$ cat src/rtl/vram_wr_arb.sv
// vram_wr_arb: shares the text-mode VRAM/CRAM write port between the SPI
// bridge (A), the DMA character writer (B) and a clear-screen fill engine.
// All outputs are registered; a decision taken at one clock edge is visible
// on the outputs for exactly the following cycle.
//
// state    | meaning
// ST_IDLE  | round-robin arbitration between A and B; i_clr_h starts a fill
// ST_FILL  | one fill write per cycle, address r_cnt, until CELLS-1 is written
module vram_wr_arb #(
  parameter int          ADDR_W    = 11,
  parameter int          CELLS     = 2000,
  parameter logic [7:0]  FILL_CHAR = 8'h20
) (
  input  logic              i_clk,
  input  logic              i_rst_h,
  input  logic              i_a_req_h,
  input  logic [ADDR_W-1:0] i_a_adr,
  input  logic [7:0]        i_a_data,
  input  logic [7:0]        i_a_attr,
  output logic              o_a_ack_h,
  input  logic              i_b_req_h,
  input  logic [ADDR_W-1:0] i_b_adr,
  input  logic [7:0]        i_b_data,
  input  logic [7:0]        i_b_attr,
  output logic              o_b_ack_h,
  input  logic              i_clr_h,
  input  logic [7:0]        i_clr_attr,
  output logic              o_busy_h,
  output logic [ADDR_W-1:0] o_vram_adr,
  output logic [7:0]        o_vram_data,
  output logic [7:0]        o_cram_data,
  output logic              o_vram_we_h,
  output logic              o_err_h
);

  localparam logic [0:0] ST_IDLE = 1'b0;
  localparam logic [0:0] ST_FILL = 1'b1;

  localparam logic [ADDR_W-1:0] LAST_ADR = ADDR_W'(CELLS - 1);
  // One extra bit so the range check also works when CELLS == 2**ADDR_W.
  localparam logic [ADDR_W:0]   CELLS_W  = (ADDR_W + 1)'(CELLS);

  logic [0:0]        r_state;
  logic [ADDR_W-1:0] r_cnt;
  logic [7:0]        r_attr;
  logic              r_rr_b;    // 0: A wins a tie, 1: B wins a tie

  logic              r_we;
  logic [ADDR_W-1:0] r_adr;
  logic [7:0]        r_vdat;
  logic [7:0]        r_cdat;
  logic              r_a_ack;
  logic              r_b_ack;
  logic              r_err;
  logic              r_busy;

  logic [0:0]        w_state_nxt;
  logic [ADDR_W-1:0] w_cnt_nxt;
  logic [7:0]        w_attr_nxt;
  logic              w_rr_b_nxt;
  logic              w_we;
  logic [ADDR_W-1:0] w_adr;
  logic [7:0]        w_vdat;
  logic [7:0]        w_cdat;
  logic              w_a_ack;
  logic              w_b_ack;
  logic              w_err;
  logic              w_busy;
  logic              w_arb;

  logic              w_a_pend;
  logic              w_b_pend;
  logic              w_a_ok;
  logic              w_b_ok;
  logic              w_gnt_a;
  logic              w_gnt_b;

  // A request is not looked at while its own ack is on the bus, so a
  // requester that is still holding the acked request is not served twice.
  assign w_a_pend = i_a_req_h & ~r_a_ack;
  assign w_b_pend = i_b_req_h & ~r_b_ack;
  assign w_a_ok   = {1'b0, i_a_adr} < CELLS_W;
  assign w_b_ok   = {1'b0, i_b_adr} < CELLS_W;
  assign w_gnt_a  = w_a_pend & (~w_b_pend | ~r_rr_b);
  assign w_gnt_b  = w_b_pend & ~w_gnt_a;

  // Next-state and next-output decision: fill first, else arbitrate A/B.
  always_comb begin
    w_state_nxt = r_state;
    w_cnt_nxt   = r_cnt;
    w_attr_nxt  = r_attr;
    w_rr_b_nxt  = r_rr_b;
    w_we        = 1'b0;
    w_adr       = '0;
    w_vdat      = 8'h00;
    w_cdat      = 8'h00;
    w_a_ack     = 1'b0;
    w_b_ack     = 1'b0;
    w_err       = 1'b0;
    w_busy      = 1'b0;
    w_arb       = 1'b0;

    case (r_state)
      ST_IDLE: begin
        if (i_clr_h) begin
          w_state_nxt = ST_FILL;
          w_cnt_nxt   = '0;
          w_attr_nxt  = i_clr_attr;
          w_we        = 1'b1;
          w_adr       = '0;
          w_vdat      = FILL_CHAR;
          w_cdat      = i_clr_attr;
          w_busy      = 1'b1;
        end else begin
          w_arb = 1'b1;
        end
      end
      default: begin
        // The last fill write is on the outputs now; requesters may take
        // the very next slot, but a new clear is still ignored here.
        if (r_cnt == LAST_ADR) begin
          w_state_nxt = ST_IDLE;
          w_arb       = 1'b1;
        end else begin
          w_cnt_nxt = r_cnt + ADDR_W'(1);
          w_we      = 1'b1;
          w_adr     = r_cnt + ADDR_W'(1);
          w_vdat    = FILL_CHAR;
          w_cdat    = r_attr;
          w_busy    = 1'b1;
        end
      end
    endcase

    if (w_arb) begin
      if (w_gnt_a) begin
        w_a_ack    = 1'b1;
        w_rr_b_nxt = 1'b1;
        if (w_a_ok) begin
          w_we   = 1'b1;
          w_adr  = i_a_adr;
          w_vdat = i_a_data;
          w_cdat = i_a_attr;
        end else begin
          w_err = 1'b1;
        end
      end else if (w_gnt_b) begin
        w_b_ack    = 1'b1;
        w_rr_b_nxt = 1'b0;
        if (w_b_ok) begin
          w_we   = 1'b1;
          w_adr  = i_b_adr;
          w_vdat = i_b_data;
          w_cdat = i_b_attr;
        end else begin
          w_err = 1'b1;
        end
      end
    end
  end

  // Register state and all outputs; synchronous reset aborts any fill.
  always_ff @(posedge i_clk) begin
    if (i_rst_h) begin
      r_state <= ST_IDLE;
      r_cnt   <= '0;
      r_attr  <= 8'h00;
      r_rr_b  <= 1'b0;
      r_we    <= 1'b0;
      r_adr   <= '0;
      r_vdat  <= 8'h00;
      r_cdat  <= 8'h00;
      r_a_ack <= 1'b0;
      r_b_ack <= 1'b0;
      r_err   <= 1'b0;
      r_busy  <= 1'b0;
    end else begin
      r_state <= w_state_nxt;
      r_cnt   <= w_cnt_nxt;
      r_attr  <= w_attr_nxt;
      r_rr_b  <= w_rr_b_nxt;
      r_we    <= w_we;
      r_adr   <= w_adr;
      r_vdat  <= w_vdat;
      r_cdat  <= w_cdat;
      r_a_ack <= w_a_ack;
      r_b_ack <= w_b_ack;
      r_err   <= w_err;
      r_busy  <= w_busy;
    end
  end

  assign o_vram_we_h = r_we;
  assign o_vram_adr  = r_adr;
  assign o_vram_data = r_vdat;
  assign o_cram_data = r_cdat;
  assign o_a_ack_h   = r_a_ack;
  assign o_b_ack_h   = r_b_ack;
  assign o_err_h     = r_err;
  assign o_busy_h    = r_busy;

endmodule

$ cat config.mk
export PLATFORM = sky130hd
export DESIGN_NAME = vram_wr_arb
export DESIGN_NICKNAME = d
export VERILOG_FILES = /design/src/rtl/vram_wr_arb.sv
export SDC_FILE = /design/constraint.sdc
export NUM_CORES = 1
export LEC_CHECK = 0
export ABC_CLOCK_PERIOD_IN_PS = 3800
export BUFFER_PORTS_ARGS = -buffer_cell sky130_fd_sc_hd__buf_2
export CORE_MARGIN = 5
export CORE_UTILIZATION = 53
export CTS_BUF_LIST = sky130_fd_sc_hd__clkbuf_4
export DETAILED_ROUTE_END_ITERATION = 8
export PLACE_DENSITY = 0.9
export SYNTH_ARGS = -nofsm -noshare
export SYNTH_HDL_FRONTEND = slang
export SYNTH_SLANG_ARGS = --single-unit
$ cat constraint.sdc
create_clock -name i_clk -period 3.8 [get_ports i_clk]
set_clock_uncertainty 0.05 [all_clocks]
set_input_delay 0.57 -clock i_clk [delete_from_list [all_inputs] [get_ports i_clk]]
set_output_delay 0.57 -clock i_clk [all_outputs]
set_load 0.01 [all_outputs]
# ---- Word-level counts from Yosys, hierarchy flattened
# Index checks and enable logic that the tools add are counted.
dict set report classes {
  n_mux 45
  multipliers 0
  reduce_logical 7
  shift 0
  n_eq_ne 2
  n_addsub 1
  bitwise_logic 12
  n_div 0
  magnitude_cmp 2
}
# cell n
set op_table {}
lappend op_table {{$mux W8} 14}
lappend op_table {{$mux W11} 10}
lappend op_table {{$lt A11 B11 Y1 const B} 2}
lappend op_table {{$mux W1} 19}
lappend op_table {{$mux W6} 2}
lappend op_table {{$add A11 B1 Y11 const B} 1}
lappend op_table {{$eq A11 B11 Y1 const B} 1}
lappend op_table {{$not A1 Y1} 7}
lappend op_table {{$reduce_and A2 Y1} 3}
lappend op_table {{$and A1 B1 Y1} 4}
lappend op_table {{$reduce_bool A2 Y1} 2}
lappend op_table {{$reduce_or A3 Y1} 1}
lappend op_table {{$ne A2 B2 Y1 const B} 1}
lappend op_table {{$reduce_or A2 Y1} 1}
lappend op_table {{$or A1 B1 Y1} 1}
dict set report totals {
  ram_bits 0
  elab_cells 80
  in_bits 67
  rom_bits 0
  memories 0
  reg_bits 52
  latchBits 0
}

# ---- Longest topological paths before layout
# Gate-level depths: netlist (run 1).
dict set report logic_depth {
  depth_word 10
  depth_mapped 7
  ltp_nobuf 6
}

# ---- Worst setup path after synthesis (run 1)
# Ideal clock, no wire load.
dict set report synth_path {
  path_kind {input port to flip-flop}
  startpoint {input port i_b_req_h}
  endpoint {register r_cdat[6], in the netlist o_cram_data[6]}
  setup_ns 0.076
  slack_ns 1.855
  cell_stages 7
  arrival_ns 1.820
  cell_sequence {nor2b_1 -> a21oi_1 -> nor2b_1 -> buf_2 -> clkbuf_1 -> a22oi_1 -> o22ai_1}
}
dict set report synth_via {
  elab_chain_len 9
}
# item line
set synth_rtl {}
lappend synth_rtl {{start, declared} 21} ;# input logic i_b_req_h,
lappend synth_rtl {{$and A1 B1 Y1 *} 81} ;# assign w_b_pend = i_b_req_h & ~r_b_ack;
lappend synth_rtl {{$not A1 Y1} 84} ;# assign w_gnt_a = w_a_pend & (~w_b_pend | ~r_rr_b);
lappend synth_rtl {{$or A1 B1 Y1} 84}
lappend synth_rtl {{$and A1 B1 Y1} 84}
lappend synth_rtl {{$not A1 Y1} 85} ;# assign w_gnt_b = w_b_pend & ~w_gnt_a;
lappend synth_rtl {{$and A1 B1 Y1} 85}
lappend synth_rtl {{$mux W8} 147} ;# end else if (w_gnt_b) begin
lappend synth_rtl {{$mux W8 *} 136} ;# if (w_gnt_a) begin
lappend synth_rtl {{$mux W8 *} 135} ;# if (w_arb) begin
lappend synth_rtl {{end signal, assigned} 185} ;# r_cdat <= w_cdat;
lappend synth_rtl {{end, declared} 51} ;# logic [7:0] r_cdat;
# Every way passes the cells marked *; elsewhere a longest branch is shown, timed or not.
# A chain may end at the register's enable or synchronous reset.

# ---- Worst setup path in the final report (run 1)
dict set report layout_path {
  startpoint {register r_cnt[0]}
  endpoint {register r_adr[2], in the netlist o_vram_adr[2]}
}
dict set report layout_via {
  elab_chain_len 7
  elab_cells_between_ends 11
  classes_between {add/sub (1); eq/ne (1); mux (9)}
}
# item line
set layout_rtl {}
lappend layout_rtl {{start, declared} 44} ;# logic [ADDR_W-1:0] r_cnt;
lappend layout_rtl {{start signal, assigned} 179} ;# r_cnt <= w_cnt_nxt;
lappend layout_rtl {{$add A11 B1 Y11 / $eq A11 B11 Y1 (equally long branches)} {127, 121}}
lappend layout_rtl {{$mux W11} 121} ;# if (r_cnt == LAST_ADR) begin
lappend layout_rtl {{$mux W11} 103} ;# case (r_state)
lappend layout_rtl {{$mux W11} 150} ;# if (w_b_ok) begin
lappend layout_rtl {{$mux W11} 147}
lappend layout_rtl {{$mux W11} 136}
lappend layout_rtl {{$mux W11 *} 135}
lappend layout_rtl {{end signal, assigned} 183} ;# r_adr <= w_adr;
lappend layout_rtl {{end, declared} 49} ;# logic [ADDR_W-1:0] r_adr;
# Marked as above.

==> results of run 1 <==
[cell usage in the layout (no fill, tap or decap), types with 2 or more instances in the layout]
cell      Yosys  final
a21boi_0      8      8
a21oi_1      17     17
a22oi_1      26     26
and3_1        3      3
buf_2         3     98
buf_4         5      3
clkbuf_4      0      5
dfxtp_1      52     52
inv_1         2      2
nand2_1      33     33
nand3_1       5      5
nand4_1       5      5
nor2_1       24     23
nor2b_1       3      3
o21ai_0      14     14
o22ai_1      11     11
o22ai_2       6      6
xnor2_1       6      6
xor2_1        2      2
[synth_stat cells]
library cell	instances	area, sq um
dfxtp_1	52	1040
nand2_1	33	124
a22oi_1	26	195
nor2_1	24	90.1
a21oi_1	17	85.1
o21ai_0	14	70.1
o22ai_1	11	68.8
a21boi_0	8	60.1
clkbuf_1	6	22.5
o22ai_2	6	75.1
xnor2_1	6	52.6
buf_4	5	37.5
nand3_1	5	25.0
nand4_1	5	31.3
and3_1	3	18.8
buf_2	3	15.0
nor2b_1	3	18.8
buf_6	2	22.5
inv_1	2	7.51
xor2_1	2	17.5
a211oi_1	1	7.51
a31oi_1	1	6.26
and2_1	1	6.26
and3_2	1	7.51
and3b_1	1	8.76
ha_1	1	12.5
nand2_2	1	6.26
nand2_8	1	20.0
nand2b_1	1	6.26
nand3b_1	1	7.51
nor3_1	1	5.00
nor3b_1	1	7.51
o211a_1	1	10.0
o211ai_1	1	7.51
o21ai_2	1	8.76
o311ai_2	1	16.3
o31ai_1	1	7.51
o32ai_4	1	27.5
or3b_4	1	11.3
[critical path: cells and delay by family, from the launching register on]
family	cells	cell delay, ns
compound gates	2	0.64
flops	1	0.46
simple gates	3	0.84
fa+ha+maj	1	0.30
[final cells by class]
| cell class | count | area [sq um] | area share |
|---|---|---|---|
| multi-input cells | 182 | 1120 | 0.402 |
| flip-flops and latches | 52 | 1040 | 0.372 |
| repair buffers | 101 | 513 | 0.183 |
| well taps | 50 | 62.6 | 0.0224 |
| clock buffers | 5 | 37.5 | 0.0134 |
| clock inverters | 2 | 12.5 | 0.00447 |
| inverters | 2 | 7.51 | 0.00268 |
[per-layer routing]
layer / wire, um / up-vias / track usage
met2: 2720 / 86 / 0.337
met1: 2480 / 1019 / 0.258
met5: 0 / - / 0
met4: 68 / 0 / 0.0699
met3: 507 / 7 / 0.0607
li1: - / 1099 / -
[cells by family after synthesis]
group	synth area share
adders and majority gates	0.00551
AOI/OAI and AO/OA	0.285
DFF	0.459
and+or+nand+nor	0.174
buffers and inverters	0.0463
xor gates and xnor gates	0.0309
[state kept, by name, indices dropped and copies added, names as in the netlist]
| register | flops |
|---|---|
| r_cnt | 11 |
| o_busy_h | 1 |
| o_vram_data | 8 |
| o_cram_data | 8 |
| r_attr | 8 |
| o_vram_we_h | 1 |
| o_vram_adr | 11 |
| r_rr_b | 1 |
| o_b_ack_h | 1 |
| o_err_h | 1 |
| o_a_ack_h | 1 |
[how the worst max path moves through the flow]
| stage | startpoint | to | slack [ns] |
|---|---|---|---|
| after global routing | r_cnt[0] | o_vram_adr[5] | 1.32 |
| final | r_cnt[0] | o_vram_adr[2] | 1.45 |
| after detailed placement | i_b_req_h | o_vram_data[5] | 1.23 |
| after CTS | r_cnt[0] | o_vram_adr[2] | 1.46 |
| after floorplan | i_b_req_h | o_cram_data[6] | 1.85 |
| after global placement | i_b_req_h | o_cram_data[3] | 1.40 |
[power groups by stage]
| stage | Sequential, mW | Combinational (mW) | Clock [mW] |
|---|---|---|---|
| 5_1_grt | 0.582 | 0.180 | 0.267 |
| 3_5_place_dp | 0.591 | 0.163 | 0 |
| 4_1_cts | 0.579 | 0.164 | 0.247 |
| 6_report | 0.579 | 0.163 | 0.241 |
| 2_1_floorplan | 0.598 | 0.0875 | 0 |
| 3_3_place_gp | 0.590 | 0.159 | 0 |
==> metrics.txt, run 1 <==
status=complete, no violations; vias per cell=~5.6; Syn-to-layout area delta=23.4%; final WL=5.78 mm; Setup WS pre-CTS=between 1 and 1.5 ns; total gr overflow=0; Initial Util=0.555; Slowest-stage cell, CP=and2_1; fin cells=394; Data arrival, critical path=roughly 2.6 ns; fin util=0.685; WL/cell=around 15 um; PwrDens=about 350 nW/um^2; Slew @ Worst Pin=between 1 and 1.5 ns; RSZ-0062 raised after global routing=false; vias in the first global route=2,118; Die W=~75 um; CP Launch Type=register; combinational group share of total power=0.166; reg-to-reg slack, setup=approximately 1.5 ns; # IOs=99; pin count of the biggest net entering global routing=28; first-pass GRT wire length=9.14 mm; # diodes=0; r2r startpoint=r_cnt[0]; Root Buffer=clkbuf_4; slack of the critical path=between 1 and 1.5 ns; Max VDD drop=just over 0.2 mV; CP peak stage delay=about 0.48 ns; f_max=~0.43 GHz; sequential share of the synthesized area=0.459; Placed Area=2750 sq um; Clk pin slew, worst setup/hold paths=~0.14 ns; Critical Path RT=about 4 ns; CTS resizes=0; Placed Cells=between 300 and 400; CTS buffer count=5; Final Max Slew Viols=0; Die H=roughly 75 um; Total Negative Setup Slacks=0 ns; core area=just over 4000 sq um; buffer count from post-CTS setup fixing=0; critical path fanouts, max=10; Min Hold Slack=roughly 0.37 ns; setup violators final=0; min-delay worst type=input port to register; fin nets=412; site row count=23; Max Buffers Root-to-Sink=2; reg-to-reg endpoint=o_vram_adr[2]; Clk network pwr share=0.245; worst hold path endpoint=o_vram_data[2]; clk sinks=52; worst path cell trace=ha_1 -> nand4_1 -> o32ai_4 -> and2_1 -> nand2_8 -> o22ai_2; Rel. slew slack=0.271; Syn Std Cell Area=roughly 2300 sq um; drt drc=0; FILL cells=~320; htree depth=2; Final GP Congestion=around 0.79; gr usage total=0.205; endpoint class of the critical path=register; WS Path Type=register to register; Pleak=1.23 nW; detailed-route via count=roughly 2.2k; Final Hold Viols=0; # port buffers=between 90 and 100; minimum clock period=about 2.3 ns; worst hold stages=3; dpl hpwl=4.26 mm; internal power=about 700 uW; layout cells sized above 1=0.352; sequential share of power=0.589; ANT nets after route=0; Netlist cell types=39; Post-CTS Hold Buffers=0; number of synthesized register bits=52; YS warnings=0; PnR Total Power=about 980 uW; worst-skew pair later-pin latency=0.38 ns; Post-Syn Instances=252; fin area=between 2000 and 3000 sq um; first-pass iteration count of the detailed router=4; initial antenna violation count=0; Sw Pwr=273 uW; TritonCTS clock tree=done; Net Sw Frac=0.278; mean area per synthesized cell=about 9.0 sq um; max-cap viol count=0; worst r2r path cells=6; First DRT Iteration DRCs=109; final worst-path cycle share=0.618; die area=~5700 sq um; Hold Startpoint=i_a_data[2]; Post-Synthesis Net Count=320
(Power assumes the default switching activity.)
==> inputs of run 2 (changes only) <==
- ABC_CLOCK_PERIOD_IN_PS: 3800 -> 2000
- CORE_UTILIZATION: 53 -> 44
- PLACE_DENSITY: 0.9 -> 0.8
- clock period: 3.8 -> 2 ns (I/O delays scaled with it)
==> run 2 against run 1 <==
Compared with the run above:
- wire length grew 5.4%
- non-clock buffer count rose by 13
- utilization fell by 10 points
- via count is 2.2% higher
- sequential share of layout area fell by 1.7 points
- worst setup slack got worse by 1.3 ns
- sequential cell count unchanged
- critical path type unchanged
==> metrics.txt, run 2 (synthesis gave the netlist of run 1 again) <==
RSZ-0062 raised after global routing=false; Max VDD drop=about 0.3 mV; # diodes=0; max-cap viol count=0; PwrDens=between 600 and 700 nW/um^2; Syn-to-layout area delta=29.5%; Die W=~80 um; pin count of the biggest net entering global routing=20; Critical Path RT=2.25 ns; First DRT Iteration DRCs=about 150; Root Buffer=clkbuf_4; total gr overflow=0; Pleak=between 1 and 1.5 nW; worst path cell trace=ha_2 -> nand4_1 -> o32ai_4 -> and2_2 -> nand2_8 -> o22ai_2; most frequent cells in the layout=98 x buf_2, 52 x dfxtp_1, 33 x nand2_1; Final GP Congestion=roughly 0.86; final worst-path cycle share=0.912; Data arrival, critical path=around 2.1 ns; ANT nets after route=0; CP Buf/Inv Count=0; Slew @ Worst Pin=approximately 0.6 ns; Crit path max-delay family=simple AND/OR/NAND/NOR gates; layout cells sized above 1=0.385; FILL cells=between 400 and 500; minimum clock period=~1.8 ns; # IOs=approximately 100; Final Max Slew Viols=0; first-pass GRT wire length=between 9 and 10 mm; vias in the first global route=2,052; Clk pin slew, worst setup/hold paths=about 0.15 ns; f_max=0.548 GHz; fin nets=425; TritonCTS clock tree=done; detailed-route via count=2,260; # port buffers=98; critical path fanouts, max=10; worst-skew pair later-pin latency=between 0.3 and 0.4 ns; drt drc=0; initial antenna violation count=0; Setup WS pre-CTS=0.0484 ns; vias per cell=approximately 5.3; commonest non-fill, non-tap cell in the layout=buf_2; slack of the critical path=0.177 ns; dpl hpwl=4.63 mm; core area=5040 sq um; Rel. slew slack=0.606; Post-CTS Hold Buffers=0; endpoint class of the critical path=register; gr usage total=0.181; Initial Util=0.450; WL/cell=around 14 um; WS Path Type=register to register; Final Hold Viols=0; CP peak stage delay=around 0.40 ns; min-delay worst type=input port to register; setup violators final=0; htree depth=2; status=complete, no violations; clk sinks=52; CTS buffer count=5; Max Buffers Root-to-Sink=2; die area=6690 sq um; first-pass iteration count of the detailed router=4; Total Negative Setup Slacks=0 ns; Slowest-stage cell, CP=dfxtp_1; final WL=a little over 6 mm; site row count=26; Die H=81.8 um; CP Launch Type=register
run 2: worst min-delay path, stage by stage:
cell	delay, ns
buf_2	0.10
nand2_1	0.06
a21oi_1	0.05
run 2: timing repair:
item | in CTS | in global routing
gates resized for setup | 0 | 3
endpoints found under the setup margin | 0 | 34
setup buffers | 0 | 2
run 2: final timing paths:
path                      start       endpoint  slack (ns)  cells after the start
hold reg to reg       r_attr[7]      r_attr[7]        0.42                      2
hold / removal    i_clr_attr[5]      r_attr[5]        0.12                      3
setup reg to reg       r_cnt[1]  o_vram_adr[5]        0.18                      6
setup / recovery       r_cnt[1]  o_vram_adr[5]        0.18                      6
run 2: routing by layer:
| metal | vias up | GRT usage | wire, um |
|---|---|---|---|
| met5 | - | 0 | 0 |
| met4 | 0 | 0.0498 | 52 |
| met3 | 6 | 0.0482 | 532 |
| met2 | 84 | 0.296 | 2890 |
| met1 | 1042 | 0.234 | 2610 |
| li1 | 1128 | - | - |
run 2: metrics by stage:
stage,hold slack [ns],utilization,cell area [sq um],cells,power (mW)
floorplan,0.384,-,2270,252,1.30
global placement,0.389,0.567,2860,418,1.44
detailed placement,0.398,0.567,2860,418,1.45
CTS,0.102,0.578,2910,426,1.91
global route,0.106,0.582,2940,428,1.99
finish,0.116,0.582,2940,428,1.89
run 2: final cells by class:
class	instances	area, sq um	share of cell area
Multi-Input combinational cell	182	1130	0.386
Timing Repair Buffer	114	611	0.208
Tap cell	70	87.6	0.0298
Clock buffer	5	37.5	0.0128
Sequential cell	52	1040	0.354
Inverter	2	7.51	0.00256
Clock inverter	3	18.8	0.00639
run 2: report_power, final:
part	switching (mW)	internal (mW)
combinational	0.182	0.152
clock	0.327	0.136
sequential	0.0149	1.08
total	0.523	1.37
==> inputs of run 3 (changes only) <==
- ABC_CLOCK_PERIOD_IN_PS: 2000 -> 1800
- CORE_UTILIZATION: 44 -> 49
- PLACE_DENSITY: 0.8 -> 0.84
- SKIP_CTS_REPAIR_TIMING: not set -> 1
- clock period: 2 -> 1.8 ns (I/O delays scaled with it)
==> run 3 against run 2 <==
Compared with the run above:
- global-route usage is 1.7 points higher
- utilization increased by 10 points
- sequential share of layout area is 0.90 points lower
- highest routed layer unchanged
- worst hold slack got worse by 0.051 ns
- worst setup slack lost 0.13 ns
- sequential cell count did not move
- clock power is 13% higher
- design area up 3.0%
- first-iteration DRC count down 25%
- critical path type unchanged
- total power rose by 12%
- combinational power up 16%
- non-clock buffer count increased by 8
==> metrics.txt, run 3 (synthesis gave the netlist of run 1 again) <==
status=complete, no violations; htree depth=2; Final Max Slew Viols=0; layout cells sized above 1=0.413; RSZ-0062 raised after global routing=true; Slowest-stage cell, CP=or3b_4; Rel. slew slack=0.616; core area=4410 sq um; Initial Util=0.514; vias per cell=5.51; gr usage total=0.198; final WL=6.18 mm; Max VDD drop=between 0.5 and 0.6 mV; ANT nets after route=0; Final GP Congestion=slightly below 0.9; Sw Pwr=584 uW; Die H=~78 um; worst-skew pair later-pin latency=0.37 ns; # port buffers=98; critical path fanouts, max=10; first-pass iteration count of the detailed router=4; fin util=0.685; Min Hold Slack=approximately 0.064 ns; initial antenna violation count=0; pin count of the biggest net entering global routing=23; CP Launch Type=register; minimum clock period=1.76 ns; Clk network pwr share=0.246; sequential share of power=0.573; fin nets=~430; drt drc=0; # diodes=0; min-delay worst type=input port to register; Slew @ Worst Pin=~0.57 ns; setup violators final=0; combinational group share of total power=0.181; Net Sw Frac=0.274; Data arrival, critical path=2.02 ns; internal power=roughly 1.5 mW; max-cap viol count=0; detailed-route via count=between 2k and 2.5k; final worst-path cycle share=0.976; PwrDens=703 nW/um^2; Placed Cells=approximately 410; f_max=approximately 0.57 GHz; Syn-to-layout area delta=33.3%; total gr overflow=0; fin cells=roughly 420; FILL cells=~370; CTS buffer count=5; endpoint class of the critical path=register; Die W=around 78 um; Pleak=roughly 1.4 nW; vias in the first global route=roughly 2.3k; Clk pin slew, worst setup/hold paths=roughly 0.15 ns; First DRT Iteration DRCs=between 100 and 150; clk sinks=52; Final Hold Viols=0; commonest non-fill, non-tap cell in the layout=buf_2; PnR Total Power=between 2 and 2.5 mW; WL/cell=approximately 15 um; Critical Path RT=between 2 and 2.5 ns; die area=between 6000 and 7000 sq um; CP peak stage delay=approximately 0.42 ns; most frequent cells in the layout=98 x buf_2, 49 x dfxtp_1, 33 x nand2_1; WS Path Type=register to register; Max Buffers Root-to-Sink=2; site row count=24; # IOs=approximately 100; TritonCTS clock tree=done; worst path cell trace=or3b_4 -> o32ai_4 -> and2_4 -> nand2_8 -> o22ai_2; first-pass GRT wire length=approximately 10 mm; Root Buffer=clkbuf_4; dpl hpwl=4.73 mm; Total Negative Setup Slacks=0 ns
-- run 3: cell count changes in the layout (fill, tap and decap cells not counted), sizes merged --
| cell | previous run | this run |
|---|---|---|
| clkinvlp | 0 | 1 |
| clkbuf | 5 | 6 |
| clkinv | 3 | 1 |
| buf | 114 | 122 |
-- run 3: layout make-up --
| cell class | count | area, sq um | share of cell area |
|---|---|---|---|
| flip-flops and latches | 52 | 1040 | 0.345 |
| inverters | 2 | 7.51 | 0.00248 |
| well taps | 52 | 65.1 | 0.0215 |
| multi-input cells | 182 | 1180 | 0.390 |
| clock buffers | 6 | 45.0 | 0.0149 |
| clock inverters | 2 | 11.3 | 0.00372 |
| repair buffers | 122 | 671 | 0.222 |
-- run 3: final timing paths --
path | from | endpoint | slack, ns | cells after the start
worst max register to register | r_cnt[10] | o_vram_adr[7] | 0.04 | 5
worst min register to register | r_attr[1] | r_attr[1] | 0.41 | 2
worst max-delay path | r_cnt[10] | o_vram_adr[7] | 0.04 | 5
worst min-delay path | i_rst_h | r_cnt[4] | 0.06 | 2
-- run 3: power groups by stage --
stage	clock network, mW	logic [mW]	registers [mW]
after floorplan	0	0.185	1.26
after global placement	0	0.370	1.24
after detailed placement	0	0.378	1.24
after CTS	0.533	0.380	1.22
after global routing	0.562	0.426	1.22
final	0.523	0.386	1.22
-- run 3: critical path: cells and delay by family, from the launching register on --
family / cells / cell delay, ns
and+or+nand+nor: 3 / 0.80
AOI/OAI and AO/OA: 2 / 0.48
DFF: 1 / 0.36
-- run 3: per-layer routing --
metal,GRT usage,up-vias,wire [um]
met2,0.336,96,2970
li1,-,1143,-
met4,0.0625,0,66
met1,0.239,1058,2570
met5,0,-,0
met3,0.0584,8,584
-- run 3: through the flow --
stage / cell area, sq um / worst slack, ns
2_1_floorplan: 2280 / 0.0115
5_1_grt: 3020 / -0.0523
3_3_place_gp: 2920 / 0.0370
4_1_cts: 2980 / -0.0600
3_5_place_dp: 2920 / -0.0129
6_report: 3020 / 0.0428
